File: src/rtl/operand_assembly_latch_if.sv
// Handshake/data bundle between the instruction decoder and operand_assembly_latch.
// The master side drives the decode strobes and bus data; the slave side is the latch.
interface operand_assembly_latch_if #(
    parameter int unsigned DATA_W    = 8,
    parameter int unsigned MAX_BYTES = 2,
    parameter int unsigned CNT_W     = 3
);
    logic                          start;
    logic [CNT_W-1:0]              expect_bytes;
    logic                          load;
    logic                          rwb;
    logic [DATA_W-1:0]             db_in;
    logic                          consume;
    logic                          clear;
    logic [DATA_W-1:0]             index_in;
    logic [DATA_W-1:0]             db_out;
    logic [DATA_W-1:0]             address_low_out;
    logic [DATA_W-1:0]             address_high_out;
    logic [DATA_W*MAX_BYTES-1:0]   operand_out;
    logic [CNT_W-1:0]              byte_ptr;
    logic                          busy;
    logic                          operand_valid;
    logic                          overflow;
    logic                          page_cross;

    modport master (
        output start, expect_bytes, load, rwb, db_in, consume, clear, index_in,
        input  db_out, address_low_out, address_high_out, operand_out, byte_ptr,
               busy, operand_valid, overflow, page_cross
    );

    modport slave (
        input  start, expect_bytes, load, rwb, db_in, consume, clear, index_in,
        output db_out, address_low_out, address_high_out, operand_out, byte_ptr,
               busy, operand_valid, overflow, page_cross
    );
endinterface

File: src/rtl/operand_assembly_latch.sv
// Assembles a 1..MAX_BYTES little-endian operand from successive data-bus reads.
// Define OPERAND_INDEX_ADD_EN to add index_in to the address bytes via an extra INDEX state.
module operand_assembly_latch #(
    parameter int unsigned DATA_W    = 8,
    parameter int unsigned MAX_BYTES = 2,
    parameter int unsigned CNT_W     = 3
) (
    input logic fclk,
    input logic reset,
    operand_assembly_latch_if.slave bus
);

    typedef enum logic [1:0] {StIdle, StCollect, StFull, StIndex} state_e;

`ifdef OPERAND_INDEX_ADD_EN
    localparam state_e StDone = StIndex;
`else
    localparam state_e StDone = StFull;
`endif

    localparam logic [CNT_W-1:0] MaxCnt = CNT_W'(MAX_BYTES);

    state_e                              state_q, state_d;
    logic [MAX_BYTES-1:0][DATA_W-1:0]    lanes_q, lanes_d;
    logic [CNT_W-1:0]                    byte_ptr_q, byte_ptr_d;
    logic [CNT_W-1:0]                    n_q, n_d;
    logic                                overflow_q, overflow_d;
    logic [CNT_W-1:0]                    n_sat;
    logic                                capture;

`ifdef OPERAND_INDEX_ADD_EN
    logic [DATA_W-1:0] addr_lo_q, addr_lo_d;
    logic [DATA_W-1:0] addr_hi_q, addr_hi_d;
    logic              page_cross_q, page_cross_d;
    logic [DATA_W:0]   idx_sum;

    assign idx_sum = {1'b0, lanes_q[0]} + {1'b0, bus.index_in};
`else
    logic unused_index;
    assign unused_index = ^bus.index_in;
`endif

    assign n_sat   = (bus.expect_bytes > MaxCnt) ? MaxCnt : bus.expect_bytes;
    assign capture = bus.load && bus.rwb;

    always_comb begin
        state_d    = state_q;
        lanes_d    = lanes_q;
        byte_ptr_d = byte_ptr_q;
        n_d        = n_q;
        overflow_d = overflow_q;
`ifdef OPERAND_INDEX_ADD_EN
        addr_lo_d    = addr_lo_q;
        addr_hi_d    = addr_hi_q;
        page_cross_d = page_cross_q;
`endif
        if (bus.clear) begin
            state_d    = StIdle;
            lanes_d    = '0;
            byte_ptr_d = '0;
            overflow_d = 1'b0;
`ifdef OPERAND_INDEX_ADD_EN
            addr_lo_d    = '0;
            addr_hi_d    = '0;
            page_cross_d = 1'b0;
`endif
        end else if (bus.start) begin
            // Abort-restart: any same-cycle load is dropped.
            lanes_d    = '0;
            byte_ptr_d = '0;
            overflow_d = 1'b0;
            n_d        = n_sat;
            state_d    = (n_sat == '0) ? StDone : StCollect;
`ifdef OPERAND_INDEX_ADD_EN
            addr_lo_d = '0;
            addr_hi_d = '0;
`endif
        end else begin
            unique case (state_q)
                StCollect: begin
                    if (capture) begin
                        for (int i = 0; i < MAX_BYTES; i++) begin
                            if (byte_ptr_q == CNT_W'(i)) lanes_d[i] = bus.db_in;
                        end
                        byte_ptr_d = byte_ptr_q + CNT_W'(1);
                        if (byte_ptr_q == n_q - CNT_W'(1)) state_d = StDone;
                    end
                end
`ifdef OPERAND_INDEX_ADD_EN
                StIndex: begin
                    addr_lo_d    = idx_sum[DATA_W-1:0];
                    addr_hi_d    = lanes_q[1] + DATA_W'(idx_sum[DATA_W]);
                    page_cross_d = idx_sum[DATA_W];
                    state_d      = StFull;
                end
`endif
                StFull: begin
                    if (bus.consume) begin
                        state_d = StIdle;
                    end else if (capture) begin
                        overflow_d = 1'b1;
                    end
                end
                default: ;
            endcase
        end
    end

    always_ff @(posedge fclk) begin
        if (reset) begin
            state_q    <= StIdle;
            lanes_q    <= '0;
            byte_ptr_q <= '0;
            n_q        <= '0;
            overflow_q <= 1'b0;
`ifdef OPERAND_INDEX_ADD_EN
            addr_lo_q    <= '0;
            addr_hi_q    <= '0;
            page_cross_q <= 1'b0;
`endif
        end else begin
            state_q    <= state_d;
            lanes_q    <= lanes_d;
            byte_ptr_q <= byte_ptr_d;
            n_q        <= n_d;
            overflow_q <= overflow_d;
`ifdef OPERAND_INDEX_ADD_EN
            addr_lo_q    <= addr_lo_d;
            addr_hi_q    <= addr_hi_d;
            page_cross_q <= page_cross_d;
`endif
        end
    end

    assign bus.db_out        = lanes_q[0];
    assign bus.operand_out   = lanes_q;
    assign bus.byte_ptr      = byte_ptr_q;
    assign bus.busy          = (state_q == StCollect) || (state_q == StIndex);
    assign bus.operand_valid = (state_q == StFull);
    assign bus.overflow      = overflow_q;

`ifdef OPERAND_INDEX_ADD_EN
    assign bus.address_low_out  = addr_lo_q;
    assign bus.address_high_out = addr_hi_q;
    assign bus.page_cross       = page_cross_q;
`else
    assign bus.address_low_out  = lanes_q[0];
    assign bus.address_high_out = lanes_q[1];
    assign bus.page_cross       = 1'b0;
`endif

endmodule

File: src/flat_wrapper.sv
// flat-port wrapper written by rule: the top's interface ports become plain ports
module operand_assembly_latch_flat 
#(
    parameter int unsigned DATA_W    = 8,
    parameter int unsigned MAX_BYTES = 2,
    parameter int unsigned CNT_W     = 3
)
  (fclk, reset, bus_start, bus_expect_bytes, bus_load, bus_rwb, bus_db_in, bus_consume, bus_clear, bus_index_in, bus_db_out, bus_address_low_out, bus_address_high_out, bus_operand_out, bus_byte_ptr, bus_busy, bus_operand_valid, bus_overflow, bus_page_cross);
  operand_assembly_latch_if #(.DATA_W(DATA_W), .MAX_BYTES(MAX_BYTES), .CNT_W(CNT_W)) bus_i ();
  input logic fclk;
  input logic reset;
  input wire logic [$bits(bus_i.start)-1:0] bus_start;
  input wire logic [$bits(bus_i.expect_bytes)-1:0] bus_expect_bytes;
  input wire logic [$bits(bus_i.load)-1:0] bus_load;
  input wire logic [$bits(bus_i.rwb)-1:0] bus_rwb;
  input wire logic [$bits(bus_i.db_in)-1:0] bus_db_in;
  input wire logic [$bits(bus_i.consume)-1:0] bus_consume;
  input wire logic [$bits(bus_i.clear)-1:0] bus_clear;
  input wire logic [$bits(bus_i.index_in)-1:0] bus_index_in;
  output wire logic [$bits(bus_i.db_out)-1:0] bus_db_out;
  output wire logic [$bits(bus_i.address_low_out)-1:0] bus_address_low_out;
  output wire logic [$bits(bus_i.address_high_out)-1:0] bus_address_high_out;
  output wire logic [$bits(bus_i.operand_out)-1:0] bus_operand_out;
  output wire logic [$bits(bus_i.byte_ptr)-1:0] bus_byte_ptr;
  output wire logic [$bits(bus_i.busy)-1:0] bus_busy;
  output wire logic [$bits(bus_i.operand_valid)-1:0] bus_operand_valid;
  output wire logic [$bits(bus_i.overflow)-1:0] bus_overflow;
  output wire logic [$bits(bus_i.page_cross)-1:0] bus_page_cross;
  assign bus_i.start = bus_start;
  assign bus_i.expect_bytes = bus_expect_bytes;
  assign bus_i.load = bus_load;
  assign bus_i.rwb = bus_rwb;
  assign bus_i.db_in = bus_db_in;
  assign bus_i.consume = bus_consume;
  assign bus_i.clear = bus_clear;
  assign bus_i.index_in = bus_index_in;
  assign bus_db_out = bus_i.db_out;
  assign bus_address_low_out = bus_i.address_low_out;
  assign bus_address_high_out = bus_i.address_high_out;
  assign bus_operand_out = bus_i.operand_out;
  assign bus_byte_ptr = bus_i.byte_ptr;
  assign bus_busy = bus_i.busy;
  assign bus_operand_valid = bus_i.operand_valid;
  assign bus_overflow = bus_i.overflow;
  assign bus_page_cross = bus_i.page_cross;
  operand_assembly_latch #(.DATA_W(DATA_W), .MAX_BYTES(MAX_BYTES), .CNT_W(CNT_W)) u_core (.fclk(fclk), .reset(reset), .bus(bus_i));
endmodule
File: config.mk
export PLATFORM = sky130hd
export DESIGN_NAME = operand_assembly_latch_flat
export DESIGN_NICKNAME = d
export VERILOG_FILES = /design/src/rtl/operand_assembly_latch_if.sv /design/src/rtl/operand_assembly_latch.sv /design/src/flat_wrapper.sv
export SDC_FILE = /design/constraint.sdc
export NUM_CORES = 1
export LEC_CHECK = 0
export ABC_AREA = 1
export ABC_CLOCK_PERIOD_IN_PS = 1700
export CORE_MARGIN = 1
export CORE_UTILIZATION = 39
export CTS_CLUSTER_DIAMETER = 40
export CTS_CLUSTER_SIZE = 14
export DETAILED_ROUTE_END_ITERATION = 10
export GPL_TIMING_DRIVEN = 1
export PLACE_DENSITY_LB_ADDON = 0.25
export SYNTH_ARGS = -nofsm -noshare
export SYNTH_HDL_FRONTEND = slang
export SYNTH_SLANG_ARGS = --single-unit
File: constraint.sdc
create_clock -name fclk -period 1.7 [get_ports fclk]
set_input_delay 0.34 -clock fclk [delete_from_list [all_inputs] [get_ports fclk]]
set_output_delay 0.34 -clock fclk [all_outputs]
set_load 0.005 [all_outputs]
# == Yosys cells after proc, flatten, opt, wreduce, memory -nomap -nowiden ==
# Index checks and enable logic that the tools add are counted.
# totals
reg_bits,25
inputBits,26
out_inout_bits,47
# classes
add_sub_neg,2
order_cmp,1
eq_ne,8
mux,7
bitwise,2
reduce_logical,13
# op_table
operator,n
2-bit two-way mux,5
3-bit AND reduction,3
3-bit logical NOT,2
3-bit by 2-bit != test with 1-bit output (second input constant),2
2-bit == test (second input constant),2
2-bit one-hot mux with 2 select lines,1
2-bit AND reduction,2
4-bit AND reduction,1
3-bit by 1-bit adder with 3-bit output (second input constant),1
3-bit by 1-bit == test with 1-bit output (second input constant),1
3-bit == test,1
3-bit by 2-bit > comparator with 1-bit output (second input constant),1
3-bit two-way mux,1
3-bit != test (second input constant),1
3-bit nonzero test,1
3-bit OR reduction,1
3-bit by 1-bit subtractor with 3-bit output (second input constant),1
2-bit by 1-bit == test with 1-bit output (second input constant),1
1-bit NOT,2
2-bit OR reduction,1
1-bit logical AND,1
1-bit logical OR,1

# == Depth between registers and ports, before layout ==
# logic_depth
ltp_word,6
mapped_depth,11
depth_no_buf,11

# == Worst setup path after synthesis ==
# No wires, ideal clock.
# synth_timing
path_kind,reg-to-reg
startpoint,register u_core.n_q[0]
endpoint,register u_core.state_q[1]
setup_ns,0.115
arrival_time_ns,1.139
required_ns,1.585
path_slack_ns,0.446
path_stages_with_launch,11
n_path_buf,0
synth_period_minus_slack_ns,1.254
path_cell_list,dfxtp_1 -> inv_1 -> ha_1 -> inv_1 -> nand2_1 -> nand2_1 -> nand2_1 -> nor2_1 -> nand2_1 -> a21oi_1 -> nor2_1
# synth_between
elab_chain_cells,4
# synth_rtl
element,line,rtl
"start, declared",operand_assembly_latch.sv:26,"logic [CNT_W-1:0] n_q, n_d;"
"start signal, assigned",operand_assembly_latch.sv:125,n_q <= n_d;
3-bit by 1-bit subtractor with 3-bit output,operand_assembly_latch.sv:86,if (byte_ptr_q == n_q - CNT_W'(1)) state_d = StDone;
3-bit == test,operand_assembly_latch.sv:86,
3-bit by 2-bit != test with 1-bit output (no line),-,
4-bit AND reduction (no line),-,
"end signal, assigned",operand_assembly_latch.sv:111,state_q <= StIdle;
"end signal, assigned",operand_assembly_latch.sv:122,state_q <= state_d;
"end, declared",operand_assembly_latch.sv:23,"state_e state_q, state_d;"
# Every way passes these cells.
# A chain may end at the register's enable or synchronous reset.

# == Worst setup path in the final report ==
# layout_timing
startpoint,"register u_core.byte_ptr_q[0], in the netlist u_core.bus.byte_ptr[0]"
endpoint,output bus_byte_ptr[0]
# layout_lines
element,line,rtl
"start, declared",operand_assembly_latch.sv:25,"logic [CNT_W-1:0] byte_ptr_q, byte_ptr_d;"
"start signal, assigned",operand_assembly_latch.sv:124,byte_ptr_q <= byte_ptr_d;
"end, declared",flat_wrapper.sv:24,output wire logic [$bits(bus_i.byte_ptr)-1:0] bus_byte_ptr;
# No word-level cell between the ends.

==> results.ini <==
[global_route]
grt_max_degree = 17
track_usage_pct = 17.0
grt_pass1_vias = 1108
grt_overflow = 0
grt_pass1_wl_um = 4670
antenna_found_initial = 0

[floorplanning]
rows = 20
io_pins = 73
die_x_um = 60.7
start_util_pct = 42.6
core_um2 = 3150
die_y_um = 60.7
dieArea_um2 = 3680

[sta]
setup_tns_ns = 0
setup_ws_ns = 0.113
rsz0062_at_grt = false
setup-violations-final = 0
timing.final.crit_share_pct = 93.4
clock_skew_ns = 0.00978
period_minus_slack_ns = 1.59
fmaxAchievable_mhz = 630
hold_viol_final = 0
slew_viol_final = 0

[synth]
ys_ff_latch = 25
ys_warn_count = 0
syn_area_um2 = 1340
syn_nets = 208
ys_seq_area_share_pct = 37.3
synth_cells = 178
synth.distinct_cells = 22
avgSynthCellArea_um2 = 7.54

[worst_setup_path]
cpMaxStageDelayCell = clkdlybuf4s50_1
required_ns = 1.36
crit_path_max_incr_delay_ns = 0.52
critical_path.top_delay_family = buffers and inverters
r2r-start = u_core.n_q[0]
cp.arrival_ns = 1.25
worstPathCellList = clkdlybuf4s50_1
endpoint_kind = output port
crit_start = u_core.bus.byte_ptr[0]
path_buf_inv = 1
start_kind = flip-flop
criticalPathCategory = flip-flop to output port
cp_max_fo = 6

[cts]
cts_sinks = 25
clk_pin_slew_ns = 0.13
cts_buffers = 3
insertion_delay_ns = 0.32
cts_max_level = 1
root_buffer = clkbuf_4
ctsLongestPathBuffers = 2
cts_tree = done

[drt]
drtAntennaViolNets = 0
wl_per_cell_um = 11.1
totalWireLength_um = 2900
first_pass_iters = 4
drc_errors = 0
drtIter0Drc = 21
routed_via_density = 4.84
vias = 1267

[final_layout]
nets = 249
drive_above_1_share_pct = 8.72
fin_cells = 262
syn2layout_area_growth_pct = 39.6
antenna_cells = 0
post-route-util_pct = 59.4

[power]
p_comb_share_pct = 11.2
switching_share_pct = 24.2
pwr-share-clk_pct = 27.9
switching_power_w = 0.000236
total_power_w = 0.000977
ir_drop_uv = 596
cellPowerDensity_nw_per_um2 = 521
leakage_nw = 0.653
pwr-share-seq_pct = 60.9
internal-power_w = 0.000741

[hold_path]
worstHoldPathType = flip-flop to flip-flop
min_from = u_core.n_q[2]

[placed_design]
gp_congestion = 0.818
pre_cts_ws_ns = 0.0338
place_inst = 257
dp_hpwl_um = 2280
portBuffers = 63

[flow_run]
maxCapViolations = 0

[status]
outcome = completed

[metal layers]
| layer | GRT usage (%) | vias to the layer above | part of all wire (%) |
|---|---|---|---|
| met3 | 4.90 | 4 | 6.1 |
| li1 | - | 644 | - |
| met5 | 0 | - | 0 |
| met4 | 4.55 | 0 | 0.66 |
| met2 | 30.5 | 45 | 51 |
| met1 | 19.9 | 574 | 42 |
[kinds of logic (layout without fill, tap and decap cells)]
logic type,Yosys count,in the layout,synth area share (%)
AO/OA/AOI/OAI,25,25,9.60
adder cells (fa/ha/maj),4,4,3.73
buffers and inverters,49,89,22.1
flip-flops,25,25,37.3
other,1,1,0.279
AND/OR/NAND/NOR,74,74,27.0
[area by class of cell]
class,count,area (um^2)
fill,304,1280
timing repair buffer,69,674
multi-input combinational,104,548
sequential,25,504
inverter,16,62.6
tap,44,55.1
clock buffer,3,22.5
clock inverter,1,7.51
[power groups by stage]
stage	Clock (W)	Combinational, W	Sequential (W)
floorplan	0	0.0000459	0.000607
global placement	0	0.000105	0.000607
detailed placement	0	0.000107	0.000607
CTS	0.000282	0.000109	0.000595
global route	0.000309	0.000120	0.000597
finish	0.000273	0.000109	0.000596
[cell usage after synthesis]
library cell / n / area share (%)
nand4_1: 16 / 7.5
ha_1: 4 / 3.7
nor4_1: 1 / 0.47
nand3_1: 3 / 1.1
a31oi_1: 1 / 0.47
conb_1: 1 / 0.28
nor3b_1: 1 / 0.56
a211oi_1: 1 / 0.56
nand3_2: 2 / 1.5
nand4_4: 1 / 1.6
a21oi_1: 22 / 8.2
nor2_1: 11 / 3.1
buf_4: 25 / 14
buf_8: 1 / 1.1
buf_2: 4 / 1.5
o21ai_0: 1 / 0.37
nand2_1: 35 / 9.8
dfxtp_1: 25 / 37
inv_1: 15 / 4.2
inv_4: 1 / 0.47
clkbuf_1: 3 / 0.84
nor3_1: 4 / 1.5
[sequential cells by signal (all words and copies together) (netlist names)]
name and flops:
u_core.bus.address_high_out 8, u_core.bus.address_low_out 8, u_core.bus.byte_ptr 3, u_core.n_q 3, u_core.state_q 2, u_core.bus.overflow 1
[timing repair]
action | CTS | global route
endpoints found under the setup margin | 1 | 2
setup buffers | 1 | 0
pin swaps | 1 | 0
resized for setup | 4 | 2
hold buffers | 0 | 0
[layout by cell type, fill, tap and decap left out, types with 3 or more instances in the layout]
master            n
clkdlybuf4s50_1  62
nand2_1          35
a21oi_1          22
dfxtp_1          22
nand4_1          16
inv_1            14
nor2_1           10
buf_4             6
nor3_1            4
ha_1              4
nand3_1           3
clkbuf_4          3
dfxtp_2           3
[worst paths after layout]
kind	to	slack [ns]	cells past startpoint
worst max register to register	u_core.state_q[1]	0.29	10
worst min register to register	u_core.n_q[2]	0.48	2
worst max-delay path	bus_byte_ptr[0]	0.11	1
worst min-delay path	u_core.n_q[2]	0.48	2
[metrics by stage]
step	cell area [um^2]	hold slack, ns
CTS	1870	0.483
finish	1870	0.482
floorplan	1340	0.412
detailed placement	1830	0.464
global route	1870	0.509
global placement	1830	0.453
(Power assumes the default switching activity.)
==> patch 1: new RTL, same flow settings <==
Re-encode `state_e` (4 states) as one-hot, 4 bits wide.
--- a/src/rtl/operand_assembly_latch.sv
+++ b/src/rtl/operand_assembly_latch.sv
@@ -10,7 +10,7 @@
     operand_assembly_latch_if.slave bus
 );
 
-    typedef enum logic [1:0] {StIdle, StCollect, StFull, StIndex} state_e;
+    typedef enum logic [3:0] {StIdle = 4'b0001, StCollect = 4'b0010, StFull = 4'b0100, StIndex = 4'b1000} state_e;
 
 `ifdef OPERAND_INDEX_ADD_EN
     localparam state_e StDone = StIndex;
Behaviour: no difference found for any inputs over 10 cycles, from zero or initial values and one cycle with reset high; not proved beyond that.
==> patch 1 against the original RTL <==
- total power up 20%
- area after synthesis up 2.3%
- die area up 2.3%
- global-route usage down 0.19 points
- final area up 9.5%
- setup slack worse by 0.039 ns
- sequential cell count up 1
- clock skew down 0.0034 ns
- sequential share of layout area down 1.4 points
- largest cell class unchanged
- non-clock buffer count up 7
- combinational power up 11%
- wire length up 1.0%
- highest routed layer unchanged
==> patch 1: results <==
[detailed_routing]
vias = 1259
routed_wl_um = 2930
post_drt_wl_per_cell_um = 10.6
dr.first_iter.drc_count = 28

[worst_setup_path]
cp.arrival_ns = 1.29
reg2reg_to = "u_core.bus.address_high_out[2]"
reg2reg_slack_ns = 0.22
reg2reg_from = "u_core.state_q[0]"
crit_fanout = 5

[logic_synthesis]
synthTopCellsByArea = "dfxtp_1 (38%), buf_4 (14%), a21oi_1 (7.7%)"
avgSynthCellArea_um2 = 7.76
synth_cell_type_count = 25
synth_common_cells = "dfxtp_1 (26), buf_4 (25), a21oi_1 (21), inv_1 (21), nand2_1 (19)"

[power]
p_clk_mw = 0.429
ir_worst_vdd_v = 0.000362
internal_power_mw = 0.925
p_leak_nw = 0.867

[global_route]
grt_pass1_wl_um = 4730
gr-usage-all-layers_pct = 16.8
grt_pass1_vias = 1178

[placement]
place.gp.congestion = 0.813
place_hpwl_um = 2260
post-place-cells = 268

[run_status]
outcome = "finished clean"

[cells_and_area]
fillCellCount = 326
drive_gt1_share_pct = 17.0
nets = 261
utilization_pct = 61.0

[sta]
timing.hold.ws_ns = 0.472
fin_skew_ns = 0.00641

[clocking]
clk_pin_slew_ns = 0.15
[patch 1: logic make-up (layout without fill, tap and decap cells)]
logic type / after synthesis / in the layout / synth area share, %
compound gates: 44 / 44 / 16.8
simple gates: 50 / 50 / 19.3
fa+ha+maj: 4 / 4 / 3.64
buf+inv: 51 / 104 / 21.4
xor+xnor: 1 / 1 / 0.638
other cells: 1 / 1 / 0.273
flops: 26 / 26 / 37.9
[patch 1: layout make-up]
class	instances	area [µm²]	area share, %
clock buffers	3	22.5	1.10
clock inverters	1	30.0	1.46
inverters	24	90.1	4.39
multi-input cells	100	564	27.5
flip-flops and latches	26	524	25.5
well taps	46	57.6	2.80
repair buffers	76	764	37.2
[patch 1: how the worst max path moves through the flow]
stage                                         end  cells after the start
finish                            bus_byte_ptr[0]                      1
global route                             bus_busy                      5
CTS                                      bus_busy                      5
detailed placement  u_core.bus.address_low_out[7]                      7
global placement    u_core.bus.address_low_out[7]                      7
floorplan                       u_core.state_q[1]                      9
[patch 1: layer usage]
layer  global-route usage, %  up-vias  share of wire (%)
li1                        -      646                  -
met4                    7.62        0                1.1
met2                    31.1       45                 49
met1                    18.8      564                 43
met3                    2.94        4                6.9
met5                       0        -                  0
[patch 1: per-stage QoR]
step	setup TNS, ns	power (mW)	setup WS (ns)	cell area, µm²
after global routing	0	1.22	0.00447	2050
final	0	1.17	0.0732	2050
after CTS	0	1.18	0.0633	2050
after global placement	-0.248	0.747	-0.0330	1960
after detailed placement	-0.323	0.748	-0.0390	1960
after floorplan	0	0.683	0.414	1370
[patch 1: repair_timing]
item,4_1_cts,5_1_grt
resized for setup,7,1
endpoints found under the setup margin,2,1
buffers inserted,4,0
==> patch 2: new RTL, same settings <==
Made on the original files. Build with the macro `OPERAND_INDEX_ADD_EN` defined.
--- a/src/rtl/operand_assembly_latch.sv
+++ b/src/rtl/operand_assembly_latch.sv
@@ -1,5 +1,7 @@
 // Assembles a 1..MAX_BYTES little-endian operand from successive data-bus reads.
 // Define OPERAND_INDEX_ADD_EN to add index_in to the address bytes via an extra INDEX state.
+`define OPERAND_INDEX_ADD_EN
+
 module operand_assembly_latch #(
     parameter int unsigned DATA_W    = 8,
     parameter int unsigned MAX_BYTES = 2,
Formal check against the unedited RTL: not equivalent (a bounded check fails within 4 cycles, from zero or initial values and one cycle with reset high).
==> patch 2 against the original RTL <==
- the run now ends with setup timing left
- final area rose by 89%
- wire length grew 110%
- fmax is 26% lower
- largest cell class is now multi-input combinational cells
- critical path type is now reg2reg
- first-iteration DRC count rose to 3.0 times the old value
- total power grew 100%
- final cell count is 87% higher
- sequential cell count increased by 17
- highest routed layer unchanged
- area after synthesis is 69% higher
- clock skew is 0.0070 ns lower
- setup slack worse by 0.56 ns
- sequential share of layout area shrank 2.7 points
- critical path depth up 13
- clock power rose to 2.6 times the old value
==> patch 2: results <==
[sta]
finalSetupTns_ns = -2.83
finalSetupViolations = 8
fin_skew_ns = 0.00279
setup_slack_ns = -0.449
timing.hold.ws_ns = 0.469

[cells_and_area]
nets = 462
drive_gt1_share_pct = 21.5
layout.cells.non_filler = 490

[hold_path]
hp-class = "reg2reg"
hold_end = "u_core.n_q[2]"

[detailed_routing]
dr.first_iter.drc_count = 63
first_pass_iters = 5
viasPerCell = 4.66
post_drt_wl_per_cell_um = 12.2

[logic_synthesis]
ys_async_sr_fraction_pct = 0
yosys.area_share.xor_xnor_pct = 3.48
synth_fa_ha_area_share_pct = 10.8
synth_fp_nets = 358
synth_common_cells = "nor2_1 (62), nand2_1 (48), dfxtp_1 (42)"
ys_seq_area_share_pct = 37.1
synth_compound_area_share_pct = 13.8
synth_cell_type_count = 30
synthTopCellsByArea = "dfxtp_1 (37%), nor2_1 (10%), ha_1 (9.9%)"
avgSynthCellArea_um2 = 7.24

[global_route]
gr-usage-all-layers_pct = 20.6
grt_pass1_wl_um = 9830
antenna_found_initial = 0
grt_max_degree = 23
grt_pass1_vias = 2140

[placement]
io_buffers = 72
dp_slack_ns = -0.963
post-place-cells = 479
place_hpwl_um = 4670
placed_cell_area_um2 = 3330
place.gp.congestion = 0.848

[clocking]
cts_root_buffer = "clkbuf_8"
cts.repair.resized = 18
clkLatencyLatePin_ns = 0.29
clk_pin_slew_ns = 0.08
post_cts_buffers = 4
cts_made_buffers = 5
htree_levels = 2

[worst_setup_path]
crit_start = "u_core.bus.db_out[0]"
cp.arrival_ns = 2.34
crit_fanout = 2
worstSetupEndpoint = "u_core.bus.address_high_out[4]"
path_delay_family = "adder cells"
reg2reg_depth = 14
slowest_stage = "dfxtp_4"
slowest_delay_ns = 0.36

[power]
ir_worst_vdd_v = 0.000351
p_leak_nw = 1.52

[run_status]
outcome = "finished with violations"
violations = "setup timing"
patch 2: cell types whose count changed after synthesis, sizes merged, moves of 2 or more:
cell    before  now
nand4       17    1
xor2         0    5
ha           4   18
buf         30   13
nand2       35   48
o21ai        1   33
nor2        11   66
nand3        5   13
xnor2        0    4
a21oi       22   20
a21boi       0    2
inv         16   37
dfxtp       25   42
patch 2: per-layer routing:
layer	track usage (%)	vias to the layer above	wire, µm
met5	0	-	0
met4	7.59	0	109
met3	3.02	9	314
met2	35.4	60	2890
met1	25.9	1021	2660
li1	-	1192	-
patch 2: where the power goes:
group	leakage (nW)	switching (mW)	internal [mW]
Sequential	0.343	0.00849	0.990
Combinational	1.12	0.125	0.138
Clock	0.0506	0.341	0.381
Total	1.52	0.474	1.51
patch 2: cell type report:
class,count,area [µm²]
Clock buffer,8,101
Fill cell,506,2000
Inverter,38,144
Multi-Input combinational cell,218,1320
Sequential cell,42,856
Tap cell,72,90.1
Timing Repair Buffer,112,1030
